**src/rtl/spi_transaction_fsm_pkg.sv**
```systemverilog
// Shared types and constants for the SPI transaction controller.
// The state encoding and edge-select type are used by the FSM and the
// bit counter; the R/W constants give the command LSB its meaning.
package spi_pkg;

  // Transaction sequencing states.
  typedef enum logic [3:0] {
    IDLE         = 4'd0,
    GET_ADDR     = 4'd1,
    ADDR_WAIT    = 4'd2,
    DECODE       = 4'd3,
    READ_LOAD    = 4'd4,
    READ_SHIFT   = 4'd5,
    WRITE_GET    = 4'd6,
    WRITE_WAIT   = 4'd7,
    WRITE_COMMIT = 4'd8,
    DONE         = 4'd9
  } spiState_t;

  // Which SCLK edge pulse the bit counter listens to.
  typedef enum logic {
    EDGE_POS = 1'b0,
    EDGE_NEG = 1'b1
  } edgeSel_t;

  // Value of the command byte LSB.
  localparam logic SPI_RW_READ  = 1'b1;
  localparam logic SPI_RW_WRITE = 1'b0;

endpackage

```
**src/rtl/spi_transaction_fsm_if.sv**
```systemverilog
// Bus between the transaction controller and the SPI datapath.
// master: the controller side (consumes conditioned inputs and the shift
//         register contents, drives the sequencing strobes).
// slave:  the datapath side (input conditioners, shift register, data
//         memory, address latch, MISO buffer).
interface spi_transaction_fsm_if #(
  parameter int DATA_BITS = 8
);

  logic                 cs_n;
  logic                 sclk_pos_edge;
  logic                 sclk_neg_edge;
  logic [DATA_BITS-1:0] sr_pout;
  logic                 sr_load;
  logic                 addr_we;
  logic                 dm_we;
  logic                 miso_en;
  logic                 busy;

  modport master (
    input  cs_n,
    input  sclk_pos_edge,
    input  sclk_neg_edge,
    input  sr_pout,
    output sr_load,
    output addr_we,
    output dm_we,
    output miso_en,
    output busy
  );

  modport slave (
    output cs_n,
    output sclk_pos_edge,
    output sclk_neg_edge,
    output sr_pout,
    input  sr_load,
    input  addr_we,
    input  dm_we,
    input  miso_en,
    input  busy
  );

endinterface

```
**src/rtl/spi_transaction_fsm_bit_counter.sv**
```systemverilog
// Bit counter for the SPI transaction controller.
// Counts the selected SCLK edge pulse while enabled and saturates at
// DATA_BITS. 'done' looks ahead: it is already high in the cycle that
// carries the DATA_BITS-th pulse, so the FSM can leave the counting state
// on that very pulse instead of one clk later.
module spi_bit_counter
  import spi_pkg::*;
#(
  parameter int DATA_BITS = 8
) (
  input  logic     clk,
  input  logic     reset_n,
  input  logic     clear,
  input  logic     countEn,
  input  edgeSel_t edgeSel,
  input  logic     sclkPosEdge,
  input  logic     sclkNegEdge,
  output logic     done
);

  localparam int CNT_W = $clog2(DATA_BITS + 1);
  localparam logic [CNT_W-1:0] CNT_FULL = CNT_W'(DATA_BITS);
  localparam logic [CNT_W-1:0] CNT_LAST = CNT_W'(DATA_BITS - 1);
  localparam logic [CNT_W-1:0] CNT_ONE  = CNT_W'(1);

  logic [CNT_W-1:0] countReg;
  logic             edgePulse;
  logic             step;

  assign edgePulse = (edgeSel == EDGE_NEG) ? sclkNegEdge : sclkPosEdge;

  // A pulse only advances the count below DATA_BITS, so it never wraps.
  assign step = countEn && edgePulse && (countReg != CNT_FULL);

  // Bit count register: clear has priority over counting.
  always_ff @(posedge clk or negedge reset_n) begin
    if (!reset_n) begin
      countReg <= '0;
    end else if (clear) begin
      countReg <= '0;
    end else if (step) begin
      countReg <= countReg + CNT_ONE;
    end
  end

  assign done = (countReg == CNT_FULL) || (step && (countReg == CNT_LAST));

endmodule

```
**src/rtl/spi_transaction_fsm.sv**
```systemverilog
// SPI transaction controller.
// Follows chip select and the conditioned SCLK edge pulses, counts the
// command and data bits, decodes R/W from the command LSB and sequences
// the address latch, shift register load, data memory write and MISO
// enable. All outputs are decoded from the registered state only, so no
// input reaches an output combinationally and reset clears them at once.
module spi_transaction_fsm
  import spi_pkg::*;
#(
  parameter int ADDR_BITS  = 7,
  parameter int DATA_BITS  = 8,
  parameter int SR_LATENCY = 2   // must be at least 1
) (
  input logic                  clk,
  input logic                  reset_n,
  spi_transaction_fsm_if.master bus
);

  // Command byte layout: {address[ADDR_BITS-1:0], rw}; ADDR_BITS+1 == DATA_BITS.
  localparam int RW_BIT = DATA_BITS - ADDR_BITS - 1;

  // Wait counter covers 0 .. SR_LATENCY-1.
  localparam int WAIT_W = (SR_LATENCY > 1) ? $clog2(SR_LATENCY) : 1;
  localparam logic [WAIT_W-1:0] WAIT_LAST = WAIT_W'(SR_LATENCY - 1);
  localparam logic [WAIT_W-1:0] WAIT_ONE  = WAIT_W'(1);

  spiState_t         stateReg;
  spiState_t         stateNext;
  logic              rwReg;
  logic [WAIT_W-1:0] waitReg;

  logic              cntClear;
  logic              cntEn;
  edgeSel_t          cntEdgeSel;
  logic              cntDone;

  logic              rwBit;
  logic              inWaitState;
  logic              unusedAddrBits;

  assign rwBit = bus.sr_pout[RW_BIT];

  // The address bits go straight from the shift register to the address
  // latch; this block only needs the R/W bit.
  assign unusedAddrBits = ^bus.sr_pout[DATA_BITS-1:RW_BIT+1];

  assign inWaitState = (stateReg == ADDR_WAIT) || (stateReg == WRITE_WAIT);

  spi_bit_counter #(
    .DATA_BITS (DATA_BITS)
  ) bitCounter (
    .clk         (clk),
    .reset_n     (reset_n),
    .clear       (cntClear),
    .countEn     (cntEn),
    .edgeSel     (cntEdgeSel),
    .sclkPosEdge (bus.sclk_pos_edge),
    .sclkNegEdge (bus.sclk_neg_edge),
    .done        (cntDone)
  );

  // State register.
  always_ff @(posedge clk or negedge reset_n) begin
    if (!reset_n) begin
      stateReg <= IDLE;
    end else begin
      stateReg <= stateNext;
    end
  end

  // R/W flag, captured from the command LSB in DECODE.
  always_ff @(posedge clk or negedge reset_n) begin
    if (!reset_n) begin
      rwReg <= SPI_RW_WRITE;
    end else if (stateReg == DECODE) begin
      rwReg <= rwBit;
    end
  end

  // Shift-register latency timer: runs while a wait state is held, restarts otherwise.
  always_ff @(posedge clk or negedge reset_n) begin
    if (!reset_n) begin
      waitReg <= '0;
    end else if (inWaitState && (stateNext == stateReg)) begin
      waitReg <= waitReg + WAIT_ONE;
    end else begin
      waitReg <= '0;
    end
  end

  // Next-state and bit-counter control; chip select high overrides everything.
  always_comb begin
    stateNext  = stateReg;
    cntClear   = 1'b0;
    cntEn      = 1'b0;
    cntEdgeSel = EDGE_POS;

    case (stateReg)
      IDLE: begin
        cntClear = 1'b1;
        if (!bus.cs_n) begin
          stateNext = GET_ADDR;
        end
      end

      GET_ADDR: begin
        cntEn = 1'b1;
        if (cntDone) begin
          stateNext = ADDR_WAIT;
        end
      end

      ADDR_WAIT: begin
        if (waitReg == WAIT_LAST) begin
          stateNext = DECODE;
        end
      end

      DECODE: begin
        cntClear  = 1'b1;
        stateNext = (rwBit == SPI_RW_READ) ? READ_LOAD : WRITE_GET;
      end

      READ_LOAD: begin
        // rwReg was captured in DECODE and always reads back as a read here;
        // checking it keeps a corrupted flag from driving MISO.
        stateNext = (rwReg == SPI_RW_READ) ? READ_SHIFT : DONE;
      end

      READ_SHIFT: begin
        cntEn      = 1'b1;
        cntEdgeSel = EDGE_NEG;
        if (cntDone) begin
          stateNext = DONE;
        end
      end

      WRITE_GET: begin
        cntEn = 1'b1;
        if (cntDone) begin
          stateNext = WRITE_WAIT;
        end
      end

      WRITE_WAIT: begin
        if (waitReg == WAIT_LAST) begin
          stateNext = WRITE_COMMIT;
        end
      end

      WRITE_COMMIT: begin
        stateNext = DONE;
      end

      DONE: begin
        stateNext = DONE;
      end

      default: begin
        stateNext = IDLE;
      end
    endcase

    if (bus.cs_n) begin
      stateNext = IDLE;
    end
  end

  // Strobes and enables decoded from the registered state.
  assign bus.addr_we = (stateReg == DECODE);
  assign bus.sr_load = (stateReg == READ_LOAD);
  assign bus.dm_we   = (stateReg == WRITE_COMMIT);
  assign bus.miso_en = (stateReg == READ_SHIFT);
  assign bus.busy    = (stateReg != IDLE);

endmodule
```
**src/flat_wrapper.sv**
```systemverilog
// flat-port wrapper written by rule: the top's interface ports become plain ports
module spi_transaction_fsm_flat import spi_pkg::*;
#(
  parameter int ADDR_BITS  = 7,
  parameter int DATA_BITS  = 8,
  parameter int SR_LATENCY = 2                        
)
  (clk, reset_n, bus_cs_n, bus_sclk_pos_edge, bus_sclk_neg_edge, bus_sr_pout, bus_sr_load, bus_addr_we, bus_dm_we, bus_miso_en, bus_busy);
  spi_transaction_fsm_if #(.DATA_BITS(DATA_BITS)) bus_i ();
  input logic clk;
  input logic reset_n;
  input wire logic [$bits(bus_i.cs_n)-1:0] bus_cs_n;
  input wire logic [$bits(bus_i.sclk_pos_edge)-1:0] bus_sclk_pos_edge;
  input wire logic [$bits(bus_i.sclk_neg_edge)-1:0] bus_sclk_neg_edge;
  input wire logic [$bits(bus_i.sr_pout)-1:0] bus_sr_pout;
  output wire logic [$bits(bus_i.sr_load)-1:0] bus_sr_load;
  output wire logic [$bits(bus_i.addr_we)-1:0] bus_addr_we;
  output wire logic [$bits(bus_i.dm_we)-1:0] bus_dm_we;
  output wire logic [$bits(bus_i.miso_en)-1:0] bus_miso_en;
  output wire logic [$bits(bus_i.busy)-1:0] bus_busy;
  assign bus_i.cs_n = bus_cs_n;
  assign bus_i.sclk_pos_edge = bus_sclk_pos_edge;
  assign bus_i.sclk_neg_edge = bus_sclk_neg_edge;
  assign bus_i.sr_pout = bus_sr_pout;
  assign bus_sr_load = bus_i.sr_load;
  assign bus_addr_we = bus_i.addr_we;
  assign bus_dm_we = bus_i.dm_we;
  assign bus_miso_en = bus_i.miso_en;
  assign bus_busy = bus_i.busy;
  spi_transaction_fsm #(.ADDR_BITS(ADDR_BITS), .DATA_BITS(DATA_BITS), .SR_LATENCY(SR_LATENCY)) u_core (.clk(clk), .reset_n(reset_n), .bus(bus_i));
endmodule
```
**config.mk**
```make
export PLATFORM = sky130hd
export DESIGN_NAME = spi_transaction_fsm_flat
export DESIGN_NICKNAME = d
export VERILOG_FILES = /design/src/rtl/spi_transaction_fsm_pkg.sv /design/src/rtl/spi_transaction_fsm_if.sv /design/src/rtl/spi_transaction_fsm_bit_counter.sv /design/src/rtl/spi_transaction_fsm.sv /design/src/flat_wrapper.sv
export SDC_FILE = /design/constraint.sdc
export NUM_CORES = 1
export LEC_CHECK = 0
export ABC_AREA = 1
export BUFFER_PORTS_ARGS = -buffer_cell sky130_fd_sc_hd__clkbuf_2
export CAP_MARGIN = 0
export CORE_MARGIN = 2
export CORE_UTILIZATION = 45
export DETAILED_ROUTE_END_ITERATION = 8
export PLACE_DENSITY = 0.72
export SLEW_MARGIN = 5
export SYNTH_ARGS = -nofsm -noshare
export SYNTH_HDL_FRONTEND = slang
export SYNTH_SLANG_ARGS = --single-unit
```
**constraint.sdc**
```tcl
create_clock -name clk -period 1.5 [get_ports clk]
set_input_delay 0.45 -clock clk [delete_from_list [all_inputs] [get_ports clk]]
set_output_delay 0.45 -clock clk [all_outputs]
set_load 0.005 [all_outputs]
```
### Yosys cells after proc, flatten, opt, wreduce, memory -nomap -nowiden

Cells that the tools add are included.

* logic and storage cells: 47
* bits in registers: 10

* reductions and logical operators: 12
* muxes and demuxes: 16
* eq/ne operators: 13
* add/sub/neg operators: 2

Operator list (count)
* 4-bit 2-to-1 mux: 9
* 4-bit one-hot mux with 9 select lines: 1
* 4-bit by 3-bit == test with 1-bit output (second input constant): 5
* 4-bit == test (second input constant): 3
* 4-bit by 2-bit == test with 1-bit output (second input constant): 2
* 1-bit 2-to-1 mux: 5
* 4-bit by 1-bit adder with 4-bit output (second input constant): 1
* 4-bit by 1-bit == test with 1-bit output (second input constant): 1
* 4-bit == test: 1
* 1-bit logical AND: 4
* 4-bit zero test: 1
* 4-bit inequality test (second input constant): 1
* 4-bit nonzero test: 1
* 2-bit OR reduction: 2
* 3-bit OR reduction: 1
* 1-bit logical OR: 2
* 2-bit 2-to-1 mux: 1
* 2-bit nonzero test: 1
* 1-bit adder (second input constant): 1

### Longest topological paths before layout

Gate-level depths: netlist of the first run.

* depth in word-level cells: 13
* mapped depth: 13

### Hierarchy

Synthesis of the first run repeated with hierarchy kept, for this count alone.

* cells, all modules: 112
* area, all modules: 787.0 um2

By module, submodules not included
* spi_transaction_fsm: cells an instance 70, instances 1, area each 466.7 um2, seq. area each 150.1 um2
* spi_bit_counter: cells an instance 42, instances 1, area each 320.3 um2, seq. area each 100.1 um2

### Worst setup path after synthesis of the first run

Ideal clock, no wire load.

* path type: flip-flop to flip-flop
* from: reg u_core.bitCounter.countReg[0]
* to: reg u_core.waitReg
* arrival time: 1276 ps
* cell stages (with the launch flop): 12
* setup slack: 110 ps
* data required time: 1386 ps
* setup time: 114 ps
* cell sequence: dfrtp_1 inv_1 ha_1 nand3_1 inv_1 o21bai_2 nand2_1 nand2_1 nand2_1 nand2_1 nand3_1 nor2_1

* word-level cells in the longest chain between the ends: 10

Ends and longest elaborated chain
* from (decl): line spi_transaction_fsm_bit_counter.sv:26 `logic [CNT_W-1:0] countReg;`
* from (signal assigned): line spi_transaction_fsm_bit_counter.sv:42 `countReg <= countReg + CNT_ONE;`
* 4-bit inequality test: line spi_transaction_fsm_bit_counter.sv:33 `assign step = countEn && edgePulse && (countReg != CNT_FULL);`
* 1-bit logical AND: line spi_transaction_fsm_bit_counter.sv:33
* 1-bit logical AND: line spi_transaction_fsm_bit_counter.sv:46 `assign done = (countReg == CNT_FULL) || (step && (countReg == CNT_LAST));`
* 1-bit logical OR (*): line spi_transaction_fsm_bit_counter.sv:46
* 4-bit 2-to-1 mux, on equally long branches: line spi_transaction_fsm.sv:140, spi_transaction_fsm.sv:108, spi_transaction_fsm.sv:133
* 4-bit one-hot mux with 9 select lines (*): line spi_transaction_fsm.sv:98 `case (stateReg)`
* 4-bit 2-to-1 mux (*): line spi_transaction_fsm.sv:164 `if (bus.cs_n) begin`
* 4-bit == test (*): line spi_transaction_fsm.sv:84 `end else if (inWaitState && (stateNext == stateReg)) begin`
* 1-bit logical AND (*): line spi_transaction_fsm.sv:84
* 1-bit 2-to-1 mux (*): line spi_transaction_fsm.sv:84
* to (signal assigned): line spi_transaction_fsm.sv:85 `waitReg <= waitReg + WAIT_ONE;`
* to (decl): line spi_transaction_fsm.sv:30 `logic [WAIT_W-1:0] waitReg;`

Mark *: on every way between the ends. The rest lies on a longest branch, timed or not.
A chain may end at the register's enable or synchronous reset.

### Worst setup path after layout of the first run

* from: reg u_core.stateReg[1]
* to: out bus_sr_load

* word-level cells in the longest chain between the ends: 1

Ends and longest elaborated chain
* from (decl): line spi_transaction_fsm.sv:27 `spiState_t stateReg;`
* from (signal assigned): line spi_transaction_fsm.sv:67 `stateReg <= stateNext;`
* 4-bit by 3-bit == test with 1-bit output: line spi_transaction_fsm.sv:171 `assign bus.sr_load = (stateReg == READ_LOAD);`
* to (decl): line flat_wrapper.sv:16 `output wire logic [$bits(bus_i.sr_load)-1:0] bus_sr_load;`

No other way between the ends.

==> results of run 1 <==
==> worst min-delay path by stage <==
| stage | startpoint | endpoint | slack, ns | cells after the start |
|---|---|---|---|---|
| floorplan | reset_n | u_core.bitCounter.countReg[0] | 0.15 | 0 |
| global placement | reset_n | u_core.stateReg[2] | 0.33 | 1 |
| detailed placement | reset_n | u_core.stateReg[3] | 0.33 | 1 |
| CTS | reset_n | u_core.bitCounter.countReg[0] | 0.05 | 1 |
| global route | reset_n | u_core.waitReg | 0.05 | 1 |
| finish | reset_n | u_core.bitCounter.countReg[0] | 0.04 | 1 |
==> registers in the layout, indices dropped and copies added (netlist names) <==
name / flops
u_core.waitReg: 1
u_core.stateReg: 4
u_core.bitCounter.countReg: 4
u_core.rwReg: 1
==> power by group <==
group          switching, mW  internal (mW)  leakage (nW)
logic                 0.0543         0.0339         0.487
registers             0.0134          0.282         0.130
clock network         0.0891          0.147        0.0210
total                  0.157          0.463         0.638
==> synth_stat cells (all sizes together) <==
library cell  count
nor2             11
inv              24
a21oi             4
dfrtp            10
nand2            30
a41oi             1
a211oi            2
o211ai            1
ha                2
nor3              2
nand4             1
o21ai             6
o21bai            1
nor3b             1
nand3            12
==> repair_timing <==
action | in CTS | in global routing
endpoints found under the setup margin | 9 | 14
pin swaps | 4 | 12
gates resized for setup | 17 | 31
buffers inserted | 11 | 8
gates cloned | 0 | 0
==> critical path: cells and delay by family (launching register included) <==
| kind | cells | cell delay (ns) |
|---|---|---|
| simple gates | 1 | 0.14 |
| buf+inv | 3 | 0.39 |
| flops | 1 | 0.48 |
==> cell type report <==
class	count	area, sq um	area share
multi-input combinational	74	480.5	0.4098
timing repair buffer	38	289.0	0.2465
sequential	10	254.0	0.2167
inverter	24	92.59	0.07898
clock buffer	4	36.28	0.03095
tap	16	20.02	0.01708
==> per-layer routing <==
| layer | track usage | wire [microns] |
|---|---|---|
| met1 | 0.3211 | 939 |
| met2 | 0.3588 | 1123 |
| met3 | 0.03750 | 133 |
| met4 | 0.1152 | 31 |
| met5 | 0 | 0 |
==> layout by cell type (no fill, tap or decap) <==
master / synthesis / routed
nand2_1: 27 / 16
clkbuf_2: 0 / 8
dfrtp_1: 10 / 7
a211oi_1: 2 / 1
a211oi_2: 0 / 1
a41oi_2: 0 / 1
nand3_1: 12 / 10
inv_1: 22 / 15
clkbuf_8: 0 / 1
buf_6: 0 / 7
nand4_1: 1 / 1
nand2_4: 0 / 2
dfrtp_2: 0 / 3
clkbuf_4: 0 / 3
a21oi_1: 4 / 4
nor3_2: 0 / 1
nor3_1: 2 / 1
nand3_2: 0 / 1
nand3_4: 0 / 1
ha_1: 2 / 2
inv_4: 0 / 1
nor2_1: 9 / 6
inv_2: 2 / 8
nand2_2: 3 / 12
o21ai_1: 0 / 2
nor2_2: 1 / 1
buf_4: 0 / 22
o21bai_4: 0 / 1
buf_2: 0 / 1
o21ai_0: 6 / 4
o211ai_1: 1 / 1
nor3b_2: 0 / 1
nor2_4: 1 / 4
==> through the flow <==
step	util	hold WS (ns)	total power [mW]
floorplan	-	0.1544	0.3403
global placement	0.5714	0.3290	0.3624
detailed placement	0.5714	0.3296	0.3685
CTS	0.6798	0.04656	0.6141
global route	0.7874	0.05083	0.6512
finish	0.7874	0.04464	0.6203
==> kinds of logic (layout without fill, tap and decap cells) <==
group | count (synthesis) | after routing
DFF | 10 | 10
buffers and inverters | 24 | 66
AOI/OAI and AO/OA | 15 | 15
and+or+nand+nor | 57 | 57
adders and majority gates | 2 | 2
==> flow_summary.toml, run 1 <==
[run_status]
status = "finished with violations"
failed_checks = "negative setup slack"

[placed_design]
placed_cells = 143
preCtsSetupSlack_ns = -0.07497
postPlaceCellArea_sq_um = 850.8
gp_congestion = 0.9222
dp_hpwl_mm = 1.412
portBuffers = 10

[worst_setup_path]
end_kind = "output pin"
crit_slowest_cell = "dfrtp_2"
worst-r2r-cell-count = 13
r2r_end = "u_core.waitReg"
rr_startpoint = "u_core.stateReg[1]"
max_stage_delay_ns = 0.48
path_common_cell = "buf_6"
crit_arrival_ns = 1.26
critPathLaunchType = "register"
crit_fanout = 5
critical_path.startpoint = "u_core.stateReg[1]"
worstPathCellList = "buf_6 > nor3_2 > buf_4 > buf_6"
reg2reg_slack_ns = -0.18
endpoint = "bus_sr_load"
cp.required_ns = 1.05
worstSetupPathType = "reg2out"

[finish]
diodes = 0
layout-drive-gt1-share = 0.5333
areaGrowthSynthToFinish_pct = 64.39
fin_cells = 166
final_nets = 166
finalInstanceArea_sq_um = 1172
num-fill-cells = 107

[timing]
fin_crit_sh = 1.138
tightestPinTransition_ns = 0.2588
slew_viol_final = 0
setup_viol = 12
worst_slew_margin_rel = 0.8275
setup_ws_ns = -0.2068
rsz0062_at_grt = "true"
fin_tns_setup_ns = -1.338
final.min_clock_period_ns = 1.707
fmax_ghz = 0.5859
finalClockSkew_ns = 0.005476
hold_violations = 0

[synthesis]
synthCells = 108
postSynthAreaPerCell_sq_um = 6.604
synth.distinct_cells = 19
yosys-mux-area-fraction = 0
synthXorXnorAreaFrac = 0
ys_seq_elements = 10
yosysTopAreaCell = "dfrtp_1"
synth_sequential_area_ratio = 0.3509
synthTopCellsByArea = "dfrtp_1 35%, nand2_1 14%, inv_1 12%"
synth_area_sq_um = 713.2
synth_warnings = 0
synth_simple_gate_area_frac = 0.3579
synth_top_area_frac = 0.3509
synth.net_count = 123
synth_top_family_by_area = "simple AND/OR/NAND/NOR gates"
synth_fa_ha_area_frac = 0.03509
synth-compound-area-share = 0.1298

[drt]
avgRoutedWirePerCell_microns = 13.42
routed_wl_mm = 2.228
via_count = 868
first_pass_iters = 4
ant_nets = 0
drt_iter0_markers = 33
viasPerCell = 5.229
post-route-drc-count = 0

[floorplan]
core_area_sq_um = 1489
rows = 14
die_area_sq_um = 1919
die_h_microns = 43.81
initial_core_util = 0.4790
ios = 18
die_w_microns = 43.81

[pwr]
powerDensity_nw_per_um2 = 529.1
ir_worst_vdd_v = 0.0004550
leakage_nw = 0.6377

[clock_tree]
cts_tree = "yes"
clockBufferDepth = 2
worstSkewPairLatency_ns = 0.26
clock_sinks = 10
cts_root_buf = "clkbuf_4"
clk_pin_slew_ns = 0.07
htreeDepth = 1
cts_hold_buf = 0
cts_buffers = 3

[worst_hold_path]
holdCritPathClass = "in2async"

[global_route]
grt_pass1_wl_mm = 3.249
grt_usage = 0.2345
grt_overflow_total = 0
grt_max_degree = 11
grt_pass1_vias = 807
antenna_found_initial = 0

[flow_run]
maxCapViolations = 0
Power figures use the tool's default switching activity.
==> run 2: changes to the inputs <==
- CORE_UTILIZATION: 45 -> 50
- PLACE_DENSITY: 0.72 -> 0.76
- SETUP_SLACK_MARGIN: not set -> 0.15
- clock period: 1.5 -> 1.7 ns (I/O delays scaled with it)
==> run 2 against run 1 <==
The run still ends with negative setup slack left. Cell count shrank 4.2%. Routed wire length increased by 26%. Via count increased by 13%. Sequential power down 12%. Flip-flop and latch count did not move. Clock skew fell by 0.0042 ns. Power is 9.9% lower. Global-route usage grew 5.9 points. Critical path type unchanged. Largest cell class unchanged. Largest power group unchanged.
==> flow_summary.toml, run 2 (same netlist as run 1, synthesis figures left out) <==
[run_status]
status = "finished with violations"
failed_checks = "negative setup slack"

[clock_tree]
cts_hold_buf = 0
cts_tree = "yes"
cts_root_buf = "clkbuf_4"
clock_sinks = 10
htreeDepth = 1
worstSkewPairLatency_ns = 0.27
cts_buffers = 3
clockBufferDepth = 2
clk_pin_slew_ns = 0.07

[floorplan]
core_area_sq_um = 1318
die_w_microns = 41.77
ios = 18
die_area_sq_um = 1744
rows = 13
initial_core_util = 0.5413
die_h_microns = 41.77

[drt]
ant_nets = 0
viasPerCell = 6.170
drt_iter0_markers = 68
routed_wl_mm = 2.811
first_pass_iters = 4
post-route-drc-count = 0
avgRoutedWirePerCell_microns = 17.68
via_count = 981

[pwr]
swShare = 0.2734
leakage_nw = 0.6079
power_switching_uw = 152.8
p_comb_frac = 0.138
clkPwrFrac = 0.395
seqPwrFrac = 0.468
intPower_uw = 406.1
ir_worst_vdd_v = 0.0005421
total_power_uw = 558.9
powerDensity_nw_per_um2 = 504.7

[worst_setup_path]
end_kind = "output pin"
crit_arrival_ns = 1.29
cp.required_ns = 1.19
max_stage_delay_ns = 0.45
crit_fanout = 4
reg2reg_slack_ns = -0.06
rr_startpoint = "u_core.stateReg[3]"
worstPathCellList = "inv_2 > nand2_2 > inv_2 > nand2_2 > nor2_1 > buf_2"
critPathLaunchType = "register"
crit_slowest_cell = "dfrtp_2"
worst-r2r-cell-count = 12
r2r_end = "u_core.waitReg"
worstSetupPathType = "reg2out"

[placed_design]
placed_cells = 134
portBuffers = 10
gp_congestion = 0.8759
preCtsSetupSlack_ns = 0.1242
postPlaceCellArea_sq_um = 789.5
dp_hpwl_mm = 1.223

[finish]
final_util = 0.8405
num-fill-cells = 73
fin_cells = 159
largestRegisters = "u_core.bitCounter.countReg (4), u_core.stateReg (4)"
final_nets = 160
areaGrowthSynthToFinish_pct = 55.26
diodes = 0
final_common_cell = "nand2_1"
layout-drive-gt1-share = 0.4792
finalInstanceArea_sq_um = 1107
layout_common_cells = "18 x nand2_1, 16 x inv_1, 15 x buf_4, 11 x nand3_1, 9 x nand2_2"

[timing]
fin_crit_sh = 1.060
final.min_clock_period_ns = 1.803
setup_ws_ns = -0.1027
hold_violations = 0
slew_viol_final = 0
worst_slew_margin_rel = 0.8053
tightestPinTransition_ns = 0.2899
rsz0062_at_grt = "true"
finalClockSkew_ns = 0.001282
fin_tns_setup_ns = -0.3714
fmax_ghz = 0.5547
holdWs_ns = 0.09304
setup_viol = 8

[flow_run]
maxCapViolations = 0

[global_route]
grt_usage = 0.2936
antenna_found_initial = 0
grt_overflow_total = 0
grt_max_degree = 11
grt_pass1_wl_mm = 3.850
grt_pass1_vias = 843

[worst_hold_path]
holdCritPathClass = "in2async"
run 2: changes by cell type in the layout (fill, tap and decap cells not counted), sizes merged:
cell / delta
buf: -6
run 2: worst max-delay path by stage:
stage,start,slack (ns),endpoint
floorplan,u_core.bitCounter.countReg[0],0.31,u_core.waitReg
global placement,u_core.stateReg[2],0.13,bus_sr_load
detailed placement,u_core.stateReg[2],0.12,bus_sr_load
CTS,u_core.stateReg[2],-0.03,bus_addr_we
global route,u_core.stateReg[3],-0.13,u_core.waitReg
finish,u_core.stateReg[1],-0.10,bus_dm_we
run 2: critical path, delay by kind of cell, from the launching register on:
kind | cells | cell delay [ns]
buffers and inverters | 3 | 0.30
flip-flops | 1 | 0.45
AND/OR/NAND/NOR | 3 | 0.27
run 2: power groups by stage:
stage / logic (mW) / registers [mW] / clock network (mW)
2_1_floorplan: 0.0391 / 0.261 / 0
3_3_place_gp: 0.0577 / 0.263 / 0
3_5_place_dp: 0.0604 / 0.263 / 0
4_1_cts: 0.0657 / 0.261 / 0.226
5_1_grt: 0.0856 / 0.263 / 0.233
6_report: 0.0769 / 0.261 / 0.221
run 2: per-layer routing:
layer / part of all wire / vias to the layer above / track usage / wire length [microns]
li1: - / 417 / - / -
met5: 0 / - / 0 / 0
met1: 0.34 / 439 / 0.3644 / 967
met4: 0.086 / 0 / 0.1935 / 243
met2: 0.46 / 93 / 0.4500 / 1295
met3: 0.11 / 32 / 0.06957 / 304
run 2: layout make-up:
cell class | instances | area (sq um) | share of cell area
Clock buffer | 4 | 36.28 | 0.03277
Inverter | 24 | 90.09 | 0.08136
Multi-Input combinational cell | 74 | 457.9 | 0.4136
Sequential cell | 10 | 254.0 | 0.2294
Tap cell | 15 | 18.77 | 0.01695
Timing Repair Buffer | 32 | 250.2 | 0.2260
run 2: repair_timing:
item                       CTS  global route
setup endpoints to repair    7            14
buffers inserted            13             8
gates resized for setup     27            14
pin swaps                    9            11
